===== src/rtl/alu_driver.sv =====
// -----------------------------------------------------------------------------
// alu_driver
//   Drives one command at a time into an external combinational ALU. It waits
//   a configurable number of settle cycles, captures the ALU result and
//   presents it on a valid/ready result port. Illegal selector/family pairs
//   skip the ALU and return an error result one edge after accept.
//
// Parameters
//   N       operand width
//   SETTLE  ALU settle cycles before sampling (1..7)
//
// Ports
//   clk, rst                   clock, synchronous active-high reset
//   cmd_valid/cmd_ready        command handshake (ready only in IDLE)
//   cmd_op, cmd_sel            ALU family and selector
//   cmd_a, cmd_b               operands (cmd_b doubles as shift count)
//   cmd_exp                    expected ALU result for self-checking
//   alu_a/alu_b/alu_sel/alu_op registered operands to the ALU
//   alu_out                    combinational ALU result
//   res_valid/res_ready        result handshake
//   res_data, res_match        captured result, comparison against cmd_exp
//   res_err                    command was illegal
//   pass_cnt, fail_cnt         saturating match/mismatch counters
//
// Configuration
//   ALU_DRIVER_SELFCHECK_EN    when defined, builds the cmd_exp comparison,
//                              res_match and both counters; otherwise those
//                              outputs are tied to 0 and cmd_exp is ignored.
// -----------------------------------------------------------------------------
module alu_driver #(
  parameter int N      = 4,
  parameter int SETTLE = 1
) (
  input  logic         clk,
  input  logic         rst,
  input  logic         cmd_valid,
  output logic         cmd_ready,
  input  logic         cmd_op,
  input  logic [2:0]   cmd_sel,
  input  logic [N-1:0] cmd_a,
  input  logic [N-1:0] cmd_b,
  input  logic [N:0]   cmd_exp,
  output logic [N-1:0] alu_a,
  output logic [N-1:0] alu_b,
  output logic [2:0]   alu_sel,
  output logic         alu_op,
  input  logic [N:0]   alu_out,
  output logic         res_valid,
  input  logic         res_ready,
  output logic [N:0]   res_data,
  output logic         res_match,
  output logic         res_err,
  output logic [7:0]   pass_cnt,
  output logic [7:0]   fail_cnt
);

  typedef enum logic [1:0] {IDLE, DRIVE, CAPTURE, HOLD} state_e;

  localparam logic [2:0] SETTLE_LAST = 3'(SETTLE - 1);

  state_e       state_q;
  logic [2:0]   settle_q;
  logic [N-1:0] alu_a_q;
  logic [N-1:0] alu_b_q;
  logic [2:0]   alu_sel_q;
  logic         alu_op_q;
  logic [N:0]   res_data_q;
  logic         res_err_q;
  logic         res_valid_q;

  logic         accept;
  logic         cmd_legal;

  // Ready is gated by rst so no command can be taken on a reset edge.
  assign cmd_ready = (state_q == IDLE) && !rst;
  assign accept    = cmd_valid && cmd_ready;
  // Arithmetic family has selectors 0..4, logic family has 0..5.
  assign cmd_legal = cmd_op ? (cmd_sel <= 3'd4) : (cmd_sel <= 3'd5);

`ifdef ALU_DRIVER_SELFCHECK_EN
  logic [N:0] exp_q;
  logic       res_match_q;
  logic [7:0] pass_q;
  logic [7:0] fail_q;
  logic       match_d;

  assign match_d = (alu_out == exp_q);
`else
  // cmd_exp has no consumer in this build.
  logic unused_exp;
  assign unused_exp = ^cmd_exp;
`endif

  // NOTE: all state below is updated with non-blocking assignments so every
  // register samples the pre-edge value of the others, independent of order.
  always_ff @(posedge clk) begin
    if (rst) begin
      state_q     <= IDLE;
      settle_q    <= '0;
      alu_a_q     <= '0;
      alu_b_q     <= '0;
      alu_sel_q   <= '0;
      alu_op_q    <= 1'b0;
      res_data_q  <= '0;
      res_err_q   <= 1'b0;
      res_valid_q <= 1'b0;
`ifdef ALU_DRIVER_SELFCHECK_EN
      exp_q       <= '0;
      res_match_q <= 1'b0;
      pass_q      <= '0;
      fail_q      <= '0;
`endif
    end else begin
      case (state_q)
        IDLE: begin
          if (accept) begin
            if (cmd_legal) begin
              alu_a_q   <= cmd_a;
              alu_b_q   <= cmd_b;
              alu_sel_q <= cmd_sel;
              alu_op_q  <= cmd_op;
              settle_q  <= '0;
`ifdef ALU_DRIVER_SELFCHECK_EN
              exp_q     <= cmd_exp;
`endif
              state_q   <= DRIVE;
            end else begin
              // Illegal: ALU operands stay untouched, error result at once.
              res_data_q  <= '0;
              res_err_q   <= 1'b1;
              res_valid_q <= 1'b1;
`ifdef ALU_DRIVER_SELFCHECK_EN
              res_match_q <= 1'b0;
`endif
              state_q     <= HOLD;
            end
          end
        end
        DRIVE: begin
          if (settle_q == SETTLE_LAST) begin
            state_q <= CAPTURE;
          end else begin
            settle_q <= settle_q + 3'd1;
          end
        end
        CAPTURE: begin
          res_data_q  <= alu_out;
          res_err_q   <= 1'b0;
          res_valid_q <= 1'b1;
`ifdef ALU_DRIVER_SELFCHECK_EN
          res_match_q <= match_d;
          if (match_d) begin
            if (pass_q != 8'hFF) pass_q <= pass_q + 8'd1;
          end else begin
            if (fail_q != 8'hFF) fail_q <= fail_q + 8'd1;
          end
`endif
          state_q     <= HOLD;
        end
        HOLD: begin
          if (res_ready) begin
            res_valid_q <= 1'b0;
            state_q     <= IDLE;
          end
        end
        default: state_q <= IDLE;
      endcase
    end
  end

  assign alu_a     = alu_a_q;
  assign alu_b     = alu_b_q;
  assign alu_sel   = alu_sel_q;
  assign alu_op    = alu_op_q;
  assign res_valid = res_valid_q;
  assign res_data  = res_data_q;
  assign res_err   = res_err_q;

`ifdef ALU_DRIVER_SELFCHECK_EN
  assign res_match = res_match_q;
  assign pass_cnt  = pass_q;
  assign fail_cnt  = fail_q;
`else
  assign res_match = 1'b0;
  assign pass_cnt  = 8'd0;
  assign fail_cnt  = 8'd0;
`endif

endmodule

===== config.mk =====
export PLATFORM = sky130hd
export DESIGN_NAME = alu_driver
export DESIGN_NICKNAME = d
export VERILOG_FILES = /design/src/rtl/alu_driver.sv
export SDC_FILE = /design/constraint.sdc
export NUM_CORES = 1
export LEC_CHECK = 0
export ABC_AREA = 0
export ABC_CLOCK_PERIOD_IN_PS = 2940
export CORE_AREA = 2 2 61 63
export CTS_CLUSTER_SIZE = 28
export DETAILED_ROUTE_END_ITERATION = 10
export DIE_AREA = 0 0 63 65
export GPL_ROUTABILITY_DRIVEN = 0
export PLACE_DENSITY_LB_ADDON = 0.05
export REMOVE_ABC_BUFFERS = 1
export SETUP_SLACK_MARGIN = 0.1
export SLEW_MARGIN = 40
export SYNTH_ARGS = -nofsm -noshare
export SYNTH_HDL_FRONTEND = slang
export SYNTH_SLANG_ARGS = --single-unit
export TNS_END_PERCENT = 50

===== constraint.sdc =====
create_clock -name clk -period 2.94 [get_ports clk]
set_input_delay 0.735 -clock clk [delete_from_list [all_inputs] [get_ports clk]]
set_output_delay 0.735 -clock clk [all_outputs]
set_load 0.1 [all_outputs]

==> flow_summary_export.csv, run 1 <==
group,metric,value,unit
sta,clock.fmax,0.405,GHz
floorplan,start_util,37.5,%
cts,cts-hold-fix-buffers,0,
floorplan,die_w,63,µm
global_routing,antenna_found_initial,0,
drt,viasPerCell,4.60,
sta,finClkSkew,0.00102,ns
setup_path,cp.arrival,1.73,ns
run_status,status,"completed",
power,power.density,795,nW/µm²
yosys,avgSynthCellArea,8.91,µm²
min_path,hp-class,"register to register",
setup_path,path_max_fanout,9,
yosys,ys_ff_latch,24,
drt,ant_nets,0,
sta,holdWs,0.456,ns
finish,fin_nets,222,
sta,finalSetupViolCount,0,
floorplan,dieHeight,65,µm
power,power.leakage,0.000713,µW
setup_path,required,2.20,ns
finish,areaGrowthSynthToFinish,30.0,%
sta,finalHoldViolations,0,
sta,tightest_slew,0.632,ns
placed_design,dp_hpwl,2.15,mm
setup_path,rr_worst_depth,5,
global_routing,grt_pass1_vias,1020,
sta,period_needed,2.47,ns
yosys,yosysSeqAreaShare,36.7,%
global_routing,grt_overflow_total,0,
cts,h-tree-depth,1,
cts,insertion_delay,0.31,ns
cts,clock-sinks,24,
global_routing,grt_max_degree,19,
placed_design,io_buffers,40,
global_routing,track_usage,14.4,%
yosys,ys_types,38,
power,ir_worst_vdd,0.000369,V
cts,cts_buffers,3,
cts,clk_path_buf_depth,2,
min_path,whs_path_depth,2,
setup_path,crit_chain,"inv_1 -> ha_1 -> inv_2 -> nor2_1 -> buf_12",
cts,cts.clk_slew.worst_paths,0.13,ns
floorplan,dieArea,4100,µm²
setup_path,slowest_delay,0.38,ns
cts,tritoncts,"done",
floorplan,pin_count,63,
cts,post_cts_buffers,0,
finish,mostFrequentLayoutCells,"dfxtp_1, buf_4, clkdlybuf4s50_1",
sta,finalSetupTns,0,ns
setup_path,crit_start,"state_q[1]",
global_routing,grt_pass1_wl,4.70,mm
sta,maxSlewViolCount,0,
finish,fillers,349,
floorplan,rows,22,
sta,relSlewSlack,57.9,%
setup_path,reg2reg_slack,1.09,ns
setup_path,rr_endpoint,"state_q[1]",
drt,vias,1080,
sta,timing.final.crit_share,83.9,%
flow_run,maxCapViolCount,0,
floorplan,core,3500,µm²
cts,root_buffer,"clkbuf_4",
setup_path,r2r_start,"state_q[0]",
setup_path,end_kind,"output pin",
yosys,syn_area,1310,µm²
yosys,synth_warnings,0,
min_path,worst_hold_path.endpoint,"res_data[3]",
cts,cts_resized,0,
setup_path,worstSetupPathType,"register to output pin",
min_path,hp-start,"res_data[3]",
drt,drt-initial-drc-count,38,
finish,drive_gt1_share,17.6,%
drt,finalWirelength,2.79,mm
finish,diodes,0,
sta,grt_setup_unrepaired,"no",
placed_design,dpl.cell_count,231,
finish,final_common_cell,"dfxtp_1",
setup_path,crit_slowest_cell,"ha_1",
finish,final_cell_count_no_fill,235,
yosys,synthCells,147,
drt,drc,0,
drt,wl_per_cell,11.9,µm
setup_path,startpoint_type,"register",
drt,dr.pass1.iters,5,
==> state kept, by name (all words and copies together) (netlist names) <==
register,cells
alu_a,4
alu_b,4
alu_op,1
alu_sel,3
res_data,5
res_err,1
res_valid,1
settle_q,3
state_q,2
==> synthesized netlist by cell type <==
master | instances | area share (%)
a21oi_2 | 1 | 0.67
a31oi_1 | 1 | 0.48
clkbuf_1 | 3 | 0.86
conb_1 | 1 | 0.29
a32oi_1 | 1 | 0.67
a221o_1 | 1 | 0.76
a32o_1 | 1 | 0.76
o211ai_1 | 1 | 0.57
inv_2 | 1 | 0.29
nand3b_1 | 1 | 0.57
a21oi_1 | 7 | 2.7
buf_1 | 1 | 0.29
a311o_1 | 1 | 0.76
mux2i_1 | 10 | 7.6
o21ai_1 | 2 | 0.76
a311oi_1 | 1 | 0.67
a211oi_1 | 1 | 0.57
buf_4 | 18 | 10
nand3_1 | 10 | 3.8
a211oi_2 | 1 | 0.95
a21o_1 | 1 | 0.57
nand4_1 | 1 | 0.48
ha_1 | 8 | 7.6
clkinv_1 | 1 | 0.29
a222oi_1 | 1 | 0.76
inv_1 | 6 | 1.7
buf_6 | 2 | 1.7
or3_1 | 1 | 0.48
o41ai_1 | 1 | 0.67
nand2_1 | 8 | 2.3
nor3_2 | 1 | 0.76
o31ai_1 | 1 | 0.57
nand2b_4 | 1 | 1.1
a211o_1 | 2 | 1.3
and3b_1 | 2 | 1.3
dfxtp_1 | 24 | 37
nand2b_1 | 5 | 2.4
nor2_1 | 17 | 4.9
==> logic make-up after synthesis <==
group,after synthesis,synth area share (%)
simple gates,47,18.1
buf+inv,32,15.5
compound gates,25,14.2
flops,24,36.7
mux,10,7.64
fa+ha+maj,8,7.64
other cells,1,0.286
==> critical path, delay by kind of cell (launching register included) <==
family	cells	cell delay, ns
fa+ha+maj	1	0.38
buf+inv	3	0.45
simple gates	1	0.22
flops	1	0.37
==> stage by stage <==
| step | instance area (µm²) | utilization (%) | total power [µW] | setup WS, ns |
|---|---|---|---|---|
| global route | 1700 | 48.7 | 1440 | 0.333 |
| finish | 1700 | 48.7 | 1350 | 0.472 |
| CTS | 1700 | 48.7 | 1360 | 0.461 |
| detailed placement | 1650 | 47.2 | 1120 | 0.473 |
| global placement | 1650 | 47.2 | 1110 | 0.508 |
| floorplan | 1200 | - | 955 | 0.122 |
==> power breakdown <==
group | switching [µW] | internal [µW]
combinational | 530 | 192
sequential | 27.8 | 366
clock | 100 | 138
total | 658 | 695
==> routing by layer <==
| metal | up-vias | share of wire (%) | global-route usage, % |
|---|---|---|---|
| li1 | 550 | - | - |
| met1 | 495 | 45 | 17.9 |
| met2 | 33 | 48 | 24.5 |
| met3 | 2 | 5.8 | 2.95 |
| met4 | 0 | 0.82 | 5.83 |
| met5 | - | 0 | 0 |
==> how the worst max path moves through the flow <==
stage | to | depth (start not counted) | slack [ns]
floorplan | cmd_ready | 4 | 0.12
global placement | cmd_ready | 3 | 0.51
detailed placement | alu_b[0] | 7 | 0.47
CTS | cmd_ready | 5 | 0.46
global route | cmd_ready | 5 | 0.33
finish | cmd_ready | 5 | 0.47
==> cell type report <==
cell class	count	area, µm²	area share, %
Timing Repair Buffer	44	393	23.1
Clock buffer	3	22.5	1.32
Tap cell	48	60.1	3.53
Inverter	8	30.0	1.76
Multi-Input combinational cell	107	687	40.3
Clock inverter	1	30.0	1.76
Sequential cell	24	480	28.2
Power figures use the tool's default switching activity.
==> run 2: changes to the inputs <==
Settings changed: ABC_CLOCK_PERIOD_IN_PS 2940 to 2050, CORE_AREA 2 2 61 63 to 2 2 64 66, DIE_AREA 0 0 63 65 to 0 0 66 68.
Clock period 2.94 ns to 2.05 ns, I/O delays scaled along.
==> flow_summary_export.csv, run 2 (synthesized netlist as in run 1, its figures left out) <==
group,metric,value,unit
run_status,status,"completed",
drt,ant_nets,0,
finish,largest_reg_flops,5,
floorplan,rows,23,
drt,viasPerCell,4.67,
finish,fin_nets,224,
sta,finalHoldViolations,0,
floorplan,start_util,34.0,%
finish,fin_area,1770,µm²
drt,dr.pass1.iters,4,
sta,finalSetupViolCount,0,
power,power.leakage,0.000739,µW
sta,grt_setup_unrepaired,"no",
min_path,hp-class,"register to register",
sta,finClkSkew,0.00271,ns
setup_path,required,1.54,ns
cts,clock-sinks,24,
sta,finalSetupTns,0,ns
placed_design,place_area,1690,µm²
drt,vias,1115,
finish,drive_gt1_share,20.6,%
cts,root_buffer,"clkbuf_8",
power,power.density,1130,nW/µm²
cts,clk_path_buf_depth,2,
setup_path,worstSetupPathType,"register to output pin",
drt,drt-initial-drc-count,23,
placed_design,dp_hpwl,2.21,mm
finish,final_common_cell,"dfxtp_1",
setup_path,startpoint_type,"register",
sta,period_needed,1.79,ns
floorplan,dieHeight,68,µm
setup_path,path_max_fanout,5,
setup_path,end_kind,"output pin",
global_routing,grt_pass1_vias,1048,
finish,areaGrowthSynthToFinish,34.8,%
drt,drc,0,
drt,finalWirelength,2.87,mm
global_routing,antenna_found_initial,0,
global_routing,grt_pass1_wl,4.52,mm
finish,diodes,0,
global_routing,grt_max_degree,25,
setup_path,cp.arrival,1.28,ns
sta,clock.fmax,0.557,GHz
cts,cts.clk_slew.worst_paths,0.08,ns
setup_path,reg2reg_slack,0.34,ns
power,ir_worst_vdd,0.000458,V
cts,tritoncts,"done",
floorplan,die_w,66,µm
finish,utilization,45.8,%
cts,cts_buffers,3,
floorplan,pin_count,63,
placed_design,io_buffers,40,
finish,multi_input_area,702,µm²
cts,h-tree-depth,1,
floorplan,core,3860,µm²
drt,wl_per_cell,12.0,µm
finish,fillers,402,
sta,timing.final.crit_share,87.5,%
global_routing,track_usage,12.9,%
sta,maxSlewViolCount,0,
finish,seq_area,480,µm²
finish,mostFrequentLayoutCells,"dfxtp_1, buf_4, clkdlybuf4s50_1",
floorplan,dieArea,4490,µm²
cts,insertion_delay,0.26,ns
flow_run,maxCapViolCount,0,
global_routing,grt_overflow_total,0,
-- run 2: cell count changes in the layout (fill, tap and decap cells not counted), moves of 2 or more --
cell and change:
clkbuf_4 -3, buf_12 +2, inv_2 +2, inv_1 -2
clkbuf_8 +4
-- run 2: worst paths after layout --
kind / startpoint / end / depth (start not counted)
setup / recovery: state_q[0] / cmd_ready / 5
setup reg to reg: state_q[1] / settle_q[1] / 6
hold reg to reg: res_data[4] / res_data[4] / 2
hold / removal: res_data[4] / res_data[4] / 2
-- run 2: where the power goes --
| part | switching [µW] | total, µW | internal (µW) |
|---|---|---|---|
| clock | 148 | 319 | 171 |
| combinational | 770 | 1100 | 334 |
| sequential | 47.4 | 572 | 525 |
-- run 2: metal layers --
| layer | global-route usage, % | part of all wire [%] | up-vias |
|---|---|---|---|
| met2 | 23.4 | 50 | 33 |
| met5 | 0 | 0 | - |
| met1 | 15.4 | 44 | 524 |
| met4 | 4.85 | 0.63 | 0 |
| met3 | 1.97 | 5.8 | 2 |
| li1 | - | - | 556 |
-- run 2: per-stage QoR --
stage / setup slack (ns) / cells / hold slack (ns) / power, µW
2_1_floorplan: -0.546 / 139 / 0.503 / 1370
3_3_place_gp: 0.0429 / 234 / 0.438 / 1630
3_5_place_dp: 0.0257 / 234 / 0.443 / 1650
4_1_cts: 0.116 / 238 / 0.455 / 2010
5_1_grt: 0.186 / 239 / 0.491 / 2110
6_report: 0.255 / 239 / 0.453 / 1990
-- run 2: layout make-up --
class	count	area share (%)
repair buffers	46	24.7
multi-input cells	107	39.8
clock buffers	4	3.12
flip-flops and latches	24	27.2
inverters	8	1.70
well taps	50	3.54
-- run 2: worst max-delay path, cell delays in order (launching register included) --
cell     delay, ns
dfxtp_1       0.44
inv_2         0.09
ha_4          0.17
inv_2         0.09
nor2_2        0.06
buf_12        0.17
-- run 2: repair_timing --
| item | CTS | global route |
|---|---|---|
| hold buffers | 0 | 0 |
| buffers inserted | 0 | 1 |
| pin swaps | 0 | 2 |
| gates resized for setup | 5 | 1 |
| endpoints found under the setup margin | 1 | 1 |
==> run 3: changes to the inputs <==
Settings changed: ABC_CLOCK_PERIOD_IN_PS 2050 to 1600.
Clock period 2.05 ns to 1.6 ns, I/O delays scaled along.
==> flow_summary_export.csv, run 3 (synthesized netlist as in run 1, its figures left out) <==
group,metric,value,unit
run_status,status,"completed",
placed_design,dp_hpwl,2.46,mm
finish,fin_nets,246,
sta,finalSetupViolCount,0,
sta,finalHoldViolations,0,
power,power.density,1340,nW/µm²
cts,cts-hold-fix-buffers,0,
setup_path,startpoint_type,"input pin",
floorplan,dieArea,4490,µm²
global_routing,grt_max_degree,19,
placed_design,io_buffers,40,
cts,clock-sinks,24,
power,totalPowerFinal,3060,µW
setup_path,r2r_start,"state_q[0]",
sta,fin_ws,0.00686,ns
drt,drt-initial-drc-count,45,
cts,h-tree-depth,1,
sta,finalSetupTns,0,ns
floorplan,dieHeight,68,µm
finish,final_cell_count_no_fill,261,
floorplan,start_util,34.0,%
sta,maxSlewViolCount,0,
global_routing,track_usage,14.8,%
finish,mostFrequentLayoutCells,"buf_4, dfxtp_1, buf_12",
finish,final_common_cell,"buf_4",
finish,areaGrowthSynthToFinish,74.6,%
sta,period_needed,1.59,ns
finish,largest_reg_flops,5,
drt,finalWirelength,3.45,mm
sta,timing.final.crit_share,99.6,%
placed_design,dp_slack,-0.363,ns
min_path,hp-class,"input pin to register",
setup_path,crit_start,"cmd_sel[1]",
floorplan,die_w,66,µm
setup_path,end_kind,"register",
cts,clk_path_buf_depth,2,
finish,drive_gt1_share,38.4,%
global_routing,antenna_found_initial,0,
floorplan,pin_count,63,
cts,cts_buffers,3,
floorplan,core,3860,µm²
setup_path,cp.arrival,1.75,ns
sta,grt_setup_unrepaired,"yes",
drt,dr.pass1.iters,4,
sta,finClkSkew,0.00141,ns
drt,drc,0,
drt,vias,1221,
power,ir_worst_vdd,0.000789,V
global_routing,grt_overflow_total,0,
sta,clock.fmax,0.628,GHz
flow_run,maxCapViolCount,0,
power,power.leakage,0.000937,µW
cts,tritoncts,"done",
drt,wl_per_cell,13.2,µm
finish,diodes,0,
setup_path,path_max_fanout,6,
setup_path,required,1.76,ns
cts,root_buffer,"clkbuf_8",
drt,ant_nets,0,
cts,insertion_delay,0.26,ns
min_path,hp-start,"cmd_op",
floorplan,rows,23,
global_routing,grt_pass1_vias,1171,
drt,viasPerCell,4.68,
placed_design,dpl.cell_count,250,
cts,cts.clk_slew.worst_paths,0.08,ns
sta,holdWs,0.447,ns
global_routing,grt_pass1_wl,5.16,mm
setup_path,worstSetupPathType,"input pin to register",
==> run 3: cell types whose count changed in the layout (fill, tap and decap cells not counted), moves of 4 or more <==
cell / delta
a21oi_1: -5
a21oi_2: +4
buf_12: +18
clkdlybuf4s50_1: -4
nand2_1: -5
nand2_2: +5
==> run 3: area by class of cell <==
cell class              instances  area, µm²
repair buffers                 68        860
clock buffers                   4       55.1
multi-input cells             107        797
fillers                       341       1570
flip-flops and latches         24        483
inverters                       8       30.0
well taps                      50       62.6
==> run 3: power by group <==
part	internal (µW)	switching, µW	total (µW)
registers	676	68.2	745
clock network	220	188	408
logic	780	1120	1900
total	1680	1380	3060
==> run 3: repair_timing <==
action	4_1_cts	5_1_grt
pin swaps	8	19
buffers inserted	4	2
gates cloned	0	1
endpoints found under the setup margin	25	25
resized for setup	21	18
==> run 3: final timing paths <==
path / slack, ns / cells after the start / endpoint
worst min-delay path: 0.45 / 3 / alu_op
worst max-delay path: 0.007 / 6 / alu_a[2]
worst max register to register: 0.02 / 8 / alu_a[2]
worst min register to register: 0.51 / 2 / res_data[1]
==> run 3: worst max-delay path: stages <==
cell	delay [ns]
clkdlybuf4s50_1	0.44
a21o_4	0.24
a21oi_4	0.22
clkbuf_16	0.19
mux2i_1	0.19
nor2_1	0.05
==> run 3: metal layers <==
metal | share of wire [%] | wire (µm) | vias to the layer above | global-route usage, %
met3 | 4.3 | 147 | 4 | 1.81
met2 | 54 | 1860 | 35 | 27.9
met1 | 41 | 1420 | 584 | 16.9
met5 | 0 | 0 | - | 0
li1 | - | - | 598 | -
met4 | 0.98 | 34 | 0 | 6.38
==> run 3: per-stage QoR <==
step / utilization, % / cell area (µm²)
floorplan: - / 1200
global placement: 52.7 / 2030
detailed placement: 52.7 / 2030
CTS: 56.9 / 2190
global route: 59.3 / 2290
finish: 59.3 / 2290
